$ cat config.mk
export PLATFORM = sky130hd
export DESIGN_NAME = motor_ramp_ctrl
export DESIGN_NICKNAME = d
export VERILOG_FILES = /design/src/rtl/motor_ctrl_pkg.sv /design/src/rtl/tick_gen.sv /design/src/rtl/motor_ramp_ctrl.sv
export SDC_FILE = /design/constraint.sdc
export NUM_CORES = 1
export LEC_CHECK = 0
export ABC_AREA = 1
export CORE_MARGIN = 1
export CORE_UTILIZATION = 45
export DETAILED_ROUTE_END_ITERATION = 8
export GPL_TIMING_DRIVEN = 0
export PLACE_DENSITY = 0.64
export SLEW_MARGIN = 20
export SYNTH_ARGS = -nofsm -noshare
export SYNTH_HDL_FRONTEND = slang
export SYNTH_HIERARCHICAL = 1
export SYNTH_SLANG_ARGS = --single-unit
$ cat constraint.sdc
create_clock -name clk -period 5.67 [get_ports clk]
set_input_delay 0.567 -clock clk [delete_from_list [all_inputs] [get_ports clk]]
set_output_delay 0.567 -clock clk [all_outputs]
set_load 0.01 [all_outputs]
$ cat src/rtl/motor_ctrl_pkg.sv
// Shared types and helpers for the motor ramp controller: FSM state encoding
// and the PWM full-scale duty computation.
package motor_ctrl_pkg;

  typedef enum logic [2:0] {
    ST_IDLE    = 3'd0,
    ST_RAMP    = 3'd1,
    ST_HOLD    = 3'd2,
    ST_REVERSE = 3'd3,
    ST_ESTOP   = 3'd4
  } state_t;

  function automatic int unsigned calc_pwm_max(input int unsigned clk_freq,
                                               input int unsigned pwm_freq);
    return clk_freq / pwm_freq;
  endfunction

endpackage

$ cat src/rtl/tick_gen.sv
// Ramp step timer: pulses tick every STEP_CYCLES clocks while enabled and
// restarts from zero whenever enable drops.
module tick_gen #(
  parameter int unsigned STEP_CYCLES = 5000
) (
  input  logic clk,
  input  logic reset,
  input  logic enable,
  output logic tick
);

  localparam int CW = (STEP_CYCLES > 1) ? $clog2(STEP_CYCLES) : 1;
  localparam logic [CW-1:0] LAST = CW'(STEP_CYCLES - 1);

  logic [CW-1:0] cnt;

  always_ff @(posedge clk) begin
    if (reset || !enable) begin
      cnt <= '0;
    end else if (cnt == LAST) begin
      cnt <= '0;
    end else begin
      cnt <= cnt + 1'b1;
    end
  end

  assign tick = enable && (cnt == LAST);

endmodule

$ cat src/rtl/motor_ramp_ctrl.sv
// H-bridge duty ramp controller with direction reversal and emergency stop.
// Optional command watchdog is built when MOTOR_CTRL_WATCHDOG_EN is defined.
module motor_ramp_ctrl
  import motor_ctrl_pkg::*;
#(
  parameter int unsigned CLK_FREQ    = 100000000,
  parameter int unsigned PWM_FREQ    = 20000,
  parameter int unsigned WL          = $clog2(CLK_FREQ / PWM_FREQ + 1),
  parameter int unsigned STEP_CYCLES = 5000,
  parameter int unsigned STEP        = 1,
  parameter int unsigned WDOG_CYCLES = 50000000
) (
  input  logic          clk,
  input  logic          reset,
  input  logic          i_cmd_valid,
  output logic          o_cmd_ready,
  input  logic [WL-1:0] i_cmd_duty,
  input  logic          i_cmd_dir,
  input  logic          i_estop,
  output logic [WL-1:0] o_duty_cycle,
  output logic          o_dir,
  output logic          o_busy,
  output logic [2:0]    o_state
);

  localparam logic [WL-1:0] PWM_MAX = WL'(calc_pwm_max(CLK_FREQ, PWM_FREQ));
  localparam logic [WL-1:0] STEP_W  = WL'(STEP);

  state_t        state;
  logic [WL-1:0] duty;
  logic [WL-1:0] target;
  logic          dir;
  logic          tick;
  logic          accept;
  logic          wdog_fire;
  logic [WL-1:0] cmd_target;
  logic [WL-1:0] ramp_next;
  logic [WL-1:0] down_next;
  state_t        rest_state;

  // Handshake: a command transfers on a clock edge where i_cmd_valid && o_cmd_ready.
  assign o_cmd_ready  = !reset && !i_estop && (state == ST_IDLE || state == ST_HOLD);
  assign accept       = i_cmd_valid && o_cmd_ready;
  assign o_busy       = (state == ST_RAMP) || (state == ST_REVERSE);
  assign o_state      = state;
  assign o_duty_cycle = duty;
  assign o_dir        = dir;

  assign cmd_target = (i_cmd_duty > PWM_MAX) ? PWM_MAX : i_cmd_duty;
  assign rest_state = (target == '0) ? ST_IDLE : ST_HOLD;
  assign down_next  = (duty > STEP_W) ? duty - STEP_W : '0;

  // Differences are taken before stepping so the duty never wraps or overshoots.
  always_comb begin
    ramp_next = duty;
    if (duty < target) begin
      ramp_next = ((target - duty) > STEP_W) ? duty + STEP_W : target;
    end else if (duty > target) begin
      ramp_next = ((duty - target) > STEP_W) ? duty - STEP_W : target;
    end
  end

  // Ramp and reverse exits always coincide with a tick (counter wraps to 0)
  // or drop the enable, so every new busy phase starts a full step period.
  tick_gen #(.STEP_CYCLES(STEP_CYCLES)) u_tick_gen (
    .clk    (clk),
    .reset  (reset),
    .enable (o_busy),
    .tick   (tick)
  );

`ifdef MOTOR_CTRL_WATCHDOG_EN
  localparam int WDW = $clog2(WDOG_CYCLES + 1);
  logic [WDW-1:0] wdog_cnt;
  logic           wdog_run;

  assign wdog_run  = (state == ST_RAMP) || (state == ST_HOLD);
  assign wdog_fire = wdog_run && !accept && (wdog_cnt == WDW'(WDOG_CYCLES - 1));

  always_ff @(posedge clk) begin
    if (reset || accept || !wdog_run || wdog_fire) begin
      wdog_cnt <= '0;
    end else begin
      wdog_cnt <= wdog_cnt + 1'b1;
    end
  end
`else
  assign wdog_fire = 1'b0;
`endif

  always_ff @(posedge clk) begin
    if (reset) begin
      state  <= ST_IDLE;
      duty   <= '0;
      dir    <= 1'b1;
      target <= '0;
    end else if (i_estop) begin
      state  <= ST_ESTOP;
      duty   <= '0;
      target <= '0;
    end else begin
      case (state)
        ST_IDLE, ST_HOLD: begin
          if (accept) begin
            target <= cmd_target;
            if (i_cmd_dir == dir || duty == '0) begin
              dir   <= i_cmd_dir;
              state <= ST_RAMP;
            end else begin
              state <= ST_REVERSE;
            end
          end else if (wdog_fire) begin
            target <= '0;
            state  <= ST_RAMP;
          end
        end
        ST_RAMP: begin
          if (wdog_fire) begin
            target <= '0;
          end else if (duty == target) begin
            state <= rest_state;
          end else if (tick) begin
            duty <= ramp_next;
            if (ramp_next == target) state <= rest_state;
          end
        end
        ST_REVERSE: begin
          if (tick) begin
            duty <= down_next;
            if (down_next == '0) begin
              dir   <= ~dir;
              state <= ST_RAMP;
            end
          end
        end
        ST_ESTOP: state <= ST_IDLE;
        default:  state <= ST_IDLE;
      endcase
    end
  end

endmodule
# Word-level counts from Yosys, hierarchy flattened
# Index checks and enable logic that the tools add are counted.
[totals]
wordCells = 89
out_inout_bits = 19
reg_bits = 43
[classes]
n_mux = 25
magnitude_cmp = 6
n_reduce_logical = 25
bitwise = 2
eq_ne = 20
n_addsub = 5
[ops]
columns = ["op", "count"]
rows = [
  ["two-way mux 13 bit", 9],
  ["> comparator 13 x 1 -> 1 bit, second input constant", 3],
  ["zero test 13 bit", 3],
  ["adder 13 x 1 -> 13 bit, second input constant", 2],
  ["equality test 13 bit", 2],
  ["case mux 13 bit (2 select lines)", 1],
  ["subtractor 13 bit", 2],
  ["two-way mux 3 bit", 7],
  ["equality test 13 bit, second input constant", 1],
  ["> comparator 13 bit", 1],
  ["> comparator 13 bit, second input constant", 1],
  ["< comparator 13 bit", 1],
  ["subtractor 13 x 1 -> 13 bit, second input constant", 1],
  ["!= test 2 bit, second input constant", 5],
  ["AND reduction 5 bit", 2],
  ["case mux 3 bit (3 select lines)", 1],
  ["equality test 3 x 2 -> 1 bit, second input constant", 2],
  ["!= test 3 x 2 -> 1 bit, second input constant", 2],
  ["!= test 3 bit, second input constant", 2],
  ["AND reduction 6 bit", 1],
  ["OR reduction 2 bit", 3],
  ["logical AND 1 bit", 4],
  ["logical OR 1 bit", 4],
  ["two-way mux 1 bit", 4],
  ["other kinds (14)", 19],
]

# Depth between registers and ports, before layout
[logic_depth]
ltp_word = 11
ltp_mapped = 30
depth_no_buf = 28

# Hierarchy
# The synthesis kept the hierarchy.
[by_module_without_submodules]
columns = ["module", "cells_each", "area_per_inst_um2", "n_inst", "seq_area_each_um2"]
rows = [
  ["motor_ramp_ctrl", 785, 4377.9, 1, 600.6],
  ["tick_gen", 98, 678.2, 1, 260.2],
]

# Least setup slack after synthesis
# OpenSTA, ideal clock, no wires.
[synth_timing]
kind = "reg2reg"
start = "register duty[0], in the netlist o_duty_cycle[0]"
end = "register state[1], in the netlist o_state[1]"
stages_incl_launch_ff = 29
arrival_ns = 3.001
required_time_ns = 5.555
setup_slack_ns = 2.554
cell_sequence = "dfxtp_1 -> inv_1 -> ha_1 -> fa_1 -> inv_1 -> nand2_1 -> nand2_1 -> nand3_1 -> nand3_1 -> nand2_1 -> nor2_2 -> nand2_1 -> nor2_1 -> nand3_2 -> buf_6 -> nand2_1 -> nand3_1 -> nand2_1 -> nand2_1 -> nand2_1 -> nand2_1 -> nor2_1 -> nand2_1 -> nor2_1 -> nand2_1 -> nand2_1 -> nand3_1 -> nand2_1 -> nor2_1"
[synth_between]
elab_chain_cells = 8
word_cells_on_any_way = 27
classes_between = "4 x add/sub; 5 x order compare; 5 x eq/ne; 9 x mux; 4 x reduce/logical"
[synth_lines]
columns = ["item", "line_no", "source"]
rows = [
  ["from (decl)", "motor_ramp_ctrl.sv:30", "logic [WL-1:0] duty;"],
  ["from (signal assigned)", "motor_ramp_ctrl.sv:123", "duty <= ramp_next;"],
  ["from (signal assigned)", "motor_ramp_ctrl.sv:129", "duty <= down_next;"],
  ["subtractor 13 bit", "motor_ramp_ctrl.sv:59", "ramp_next = ((duty - target) > STEP_W) ? duty - STEP_W : target;"],
  ["> comparator 13 x 1 -> 1 bit", "motor_ramp_ctrl.sv:59", ""],
  ["two-way mux 13 bit", "motor_ramp_ctrl.sv:59", ""],
  ["two-way mux 13 bit", "motor_ramp_ctrl.sv:58", "end else if (duty > target) begin"],
  ["two-way mux 13 bit", "motor_ramp_ctrl.sv:56", "if (duty < target) begin"],
  ["equality test 13 bit", "motor_ramp_ctrl.sv:124", "if (ramp_next == target) state <= rest_state;"],
  ["!= test 3 x 1 -> 1 bit (no line)", "--", ""],
  ["AND reduction 5 bit (no line)", "--", ""],
  ["to (signal assigned)", "motor_ramp_ctrl.sv:121", "state <= rest_state;"],
  ["to (signal assigned)", "motor_ramp_ctrl.sv:124", ""],
  ["to (decl)", "motor_ramp_ctrl.sv:29", "state_t state;"],
]
# Several ways; a longest one is shown, not always the timed one. The select of a mux whose other input is x is not followed.
# A chain may end at the register's enable or synchronous reset.

# Worst setup path in the final report
[layout_timing]
start = "register duty[0], in the netlist o_duty_cycle[0]"
end = "register state[0], in the netlist o_state[0]"
# The elaborated chain is that of the path after synthesis.

==> flow_metrics.env <==
export IMPL_numCtsBuffers=5
export IMPL_final_cells=1066
export IMPL_synthToLayoutAreaGrowth_pct=12.3
export IMPL_setup_ws_ps=1490
export IMPL_final_setup_tns_ps=0
export IMPL_yosysWarnings=6
export IMPL_r2r_start="o_duty_cycle[0]"
export IMPL_fmax_mhz=239
export IMPL_grt_pass1_wl_um=27800
export IMPL_cts_path_max_buffers=2
export IMPL_ir_worst_vdd_mv=0.103
export IMPL_clkLatencyLatePin_ps=310
export IMPL_grt_max_degree=13
export IMPL_cts_tree="built"
export IMPL_hold_violations=0
export IMPL_grt_setup_unrepaired="no"
export IMPL_synth_compound_area_share_pct=13.4
export IMPL_slew_viol_final=0
export IMPL_setup_viol=0
export IMPL_slowest_delay_ps=610
export IMPL_globalplace_congestion=1.01
export IMPL_power_per_cell_area_nw_per_um2=167
export IMPL_ant_nets=0
export IMPL_hold_path_class="register to register"
export IMPL_r2r_end="o_state[0]"
export IMPL_initial_core_util_pct=46.4
export IMPL_synth_area_mux_share_pct=0
export IMPL_fin_nets=976
export IMPL_outcome="completed"
export IMPL_wl_per_cell_um=16.8
export IMPL_dp_cells=1059
export IMPL_first_global_vias=5279
export IMPL_r2r_slack_ps=1490
export IMPL_hold_path_end="u_tick_gen/cnt[0]"
export IMPL_viasPerCell=5.60
export IMPL_path_max_fanout=10
export IMPL_period_share_pct=73.7
export IMPL_cts_resized=0
export IMPL_critPathSlowestCell="dfxtp_1"
export IMPL_h_tree_depth=2
export IMPL_antenna_found_initial=0
export IMPL_cp_common_cell="nand2_1"
export IMPL_worstMarginPinSlew_ps=645
export IMPL_overflow=0
export IMPL_period_minus_slack_ps=4180
export IMPL_yosysTopAreaCellShare_pct=20.7
export IMPL_setup_worst_path_start_class="register"
export IMPL_crit_arrival_ps=4390
export IMPL_drc=0
export IMPL_synthSimpleGateAreaFrac_pct=45.5
export IMPL_worstSetupPathType="register to register"
export IMPL_reg2reg_depth=28
export IMPL_netlist_area_um2=5060
export IMPL_yosys_top_cells_area="nand2_1 21%, dfxtp_1 17%, nand3_1 9.8%"
export IMPL_cts_root_buffer="clkbuf_8"
export IMPL_core_region_area_um2=10900
export IMPL_clkTransAtPathRegs_ps=80
export IMPL_ys_seq_area_share_pct=17.0
export IMPL_maxCapViolations=0
export IMPL_initialDrtViolationCount=667
export IMPL_drive_gt1_share_pct=6.91
export IMPL_clock_sinks=43
export IMPL_via_count=5969
export IMPL_die_area_um2=11700
export IMPL_synth_adder_area_share_pct=8.22
export IMPL_synth_top_cell_by_area="nand2_1"
export IMPL_finalWirelength_um=17900
export IMPL_synth_cell_type_count=44
export IMPL_ys_async_sr_fraction_pct=0
export IMPL_synth_top_family_by_area="simple AND/OR/NAND/NOR gates"
export IMPL_cts_setup_buffers=0
export IMPL_row_count=38
export IMPL_synth_avg_cell_area_um2=5.73
export IMPL_first_pass_iters=5
export IMPL_grt_usage_pct=31.4
export IMPL_critPathRequiredTime_ps=5880
export IMPL_dp_hpwl_um=14700
export IMPL_hp_start="u_tick_gen/cnt[0]"
export IMPL_fp_dieH_um=108
export IMPL_fin_skew_ps=5.43
export IMPL_relSlewSlack_pct=56.8
export IMPL_power_leakage_nw=2.70
export IMPL_endpoint_kind="register"
export IMPL_dieWidth_um=108
export IMPL_ios=37
export IMPL_ys_dominant_reg_cell="dfxtp_1"
export IMPL_n_antenna_cell=0
export IMPL_synth_edf_count=0
export IMPL_min_path_cells=1
export IMPL_syn_nets=933
export IMPL_cts_hold_buf=0
export IMPL_synthXorXnorAreaFrac_pct=3.81
export IMPL_synthCells=883
export IMPL_port_buffers=36
export IMPL_pre_cts_slack_ps=1670
export IMPL_ys_seq_elements=43
## area by class of cell
type,instances,area [um2]
clock buffers,6,82.6
clock inverters,1,5.00
inverters,120,450
multi-input cells,689,3590
plain buffers,31,158
repair buffers,36,360
flip-flops and latches,43,861
well taps,140,175
fillers,1217,5210
## per-layer routing
layer | global-route usage (%) | share of wire, % | vias up
met5 | 0 | 0 | -
met4 | 11.5 | 3.0 | 0
met3 | 5.61 | 9.0 | 43
met2 | 47.9 | 43 | 285
met1 | 44.0 | 45 | 2692
li1 | - | - | 2949
## how the worst max path moves through the flow
stage | start | to | slack (ps) | depth (start not counted)
finish | o_duty_cycle[0] | o_state[0] | 1490 | 28
global route | o_duty_cycle[0] | o_state[0] | 1190 | 26
CTS | o_duty_cycle[0] | o_state[0] | 1650 | 26
detailed placement | o_duty_cycle[0] | o_state[1] | 1670 | 26
global placement | o_duty_cycle[0] | o_state[0] | 1660 | 26
floorplan | o_duty_cycle[0] | o_state[1] | 2550 | 28
## synthesized netlist by cell type (2+ instances only)
cell and n:
a21oi_1 58, a21oi_2 3, a31oi_1 2, and2_1 3, buf_2 12, buf_4 3, buf_6 2, clkbuf_1 14
clkinv_1 3, dfxtp_1 43, fa_1 2, ha_1 30, inv_1 109, inv_2 8, nand2_1 279, nand2_2 4
nand3_1 99, nand3_2 2, nand3b_1 4, nand4_1 30, nor2_1 68, nor2_2 12, nor2_4 4, nor3_1 6
nor4_1 4, o211ai_1 2, o211ai_2 2, o21ai_0 22, o21ai_1 3, o21bai_1 2, o31ai_1 4, o32ai_1 8
o41ai_1 2, or2_0 2, or2_2 3, xnor2_1 3, xor2_1 19
## through the flow
step | utilization [%] | hold WS [ps] | cell area, um2 | power [mW]
6_report | 52.2 | 477 | 5680 | 0.948
5_1_grt | 52.2 | 490 | 5680 | 1.01
4_1_cts | 52.2 | 483 | 5680 | 0.941
3_5_place_dp | 51.4 | 462 | 5590 | 0.733
3_3_place_gp | 51.4 | 444 | 5590 | 0.732
2_1_floorplan | - | 430 | 5060 | 0.613
## worst max-delay path, delay by kind of cell (launching register included)
kind | cells | cell delay (ps)
DFF | 1 | 610
adders and majority gates | 2 | 690
and+or+nand+nor | 23 | 2140
buffers and inverters | 3 | 620
## sequential cells by signal (all words and copies together), names as in the netlist
| register | flops |
|---|---|
| o_dir | 1 |
| u_tick_gen/cnt | 13 |
| o_state | 3 |
| target | 13 |
| o_duty_cycle | 13 |
## where the power goes
part           switching (mW)  internal [mW]  total (mW)
logic                   0.290          0.137       0.427
clock network           0.110         0.0957       0.206
registers             0.00784          0.306       0.314
## cell usage in the layout, fill, tap and decap left out, types with 3 or more instances in the layout
cell type	n
clkbuf_1	14
o32ai_1	8
nor3_1	6
nor2_2	12
and2_1	3
a21oi_1	58
buf_2	12
inv_1	109
nand3_1	99
o21ai_1	3
nand3b_1	4
inv_2	8
nor2_4	4
or2_2	3
nor2_1	68
o31ai_1	4
clkdlybuf4s50_1	36
ha_1	30
a21oi_2	3
nand4_1	30
nor4_1	4
clkbuf_8	6
xor2_1	19
o21ai_0	22
buf_4	3
dfxtp_1	43
xnor2_1	3
nand2_1	279
clkinv_1	3
nand2_2	4
## kinds of logic after synthesis
group,count (synthesis)
AOI/OAI and AO/OA,113
xor gates and xnor gates,22
adders and majority gates,32
buffers and inverters,151
DFF,43
and+or+nand+nor,522
(Power assumes the default switching activity.)
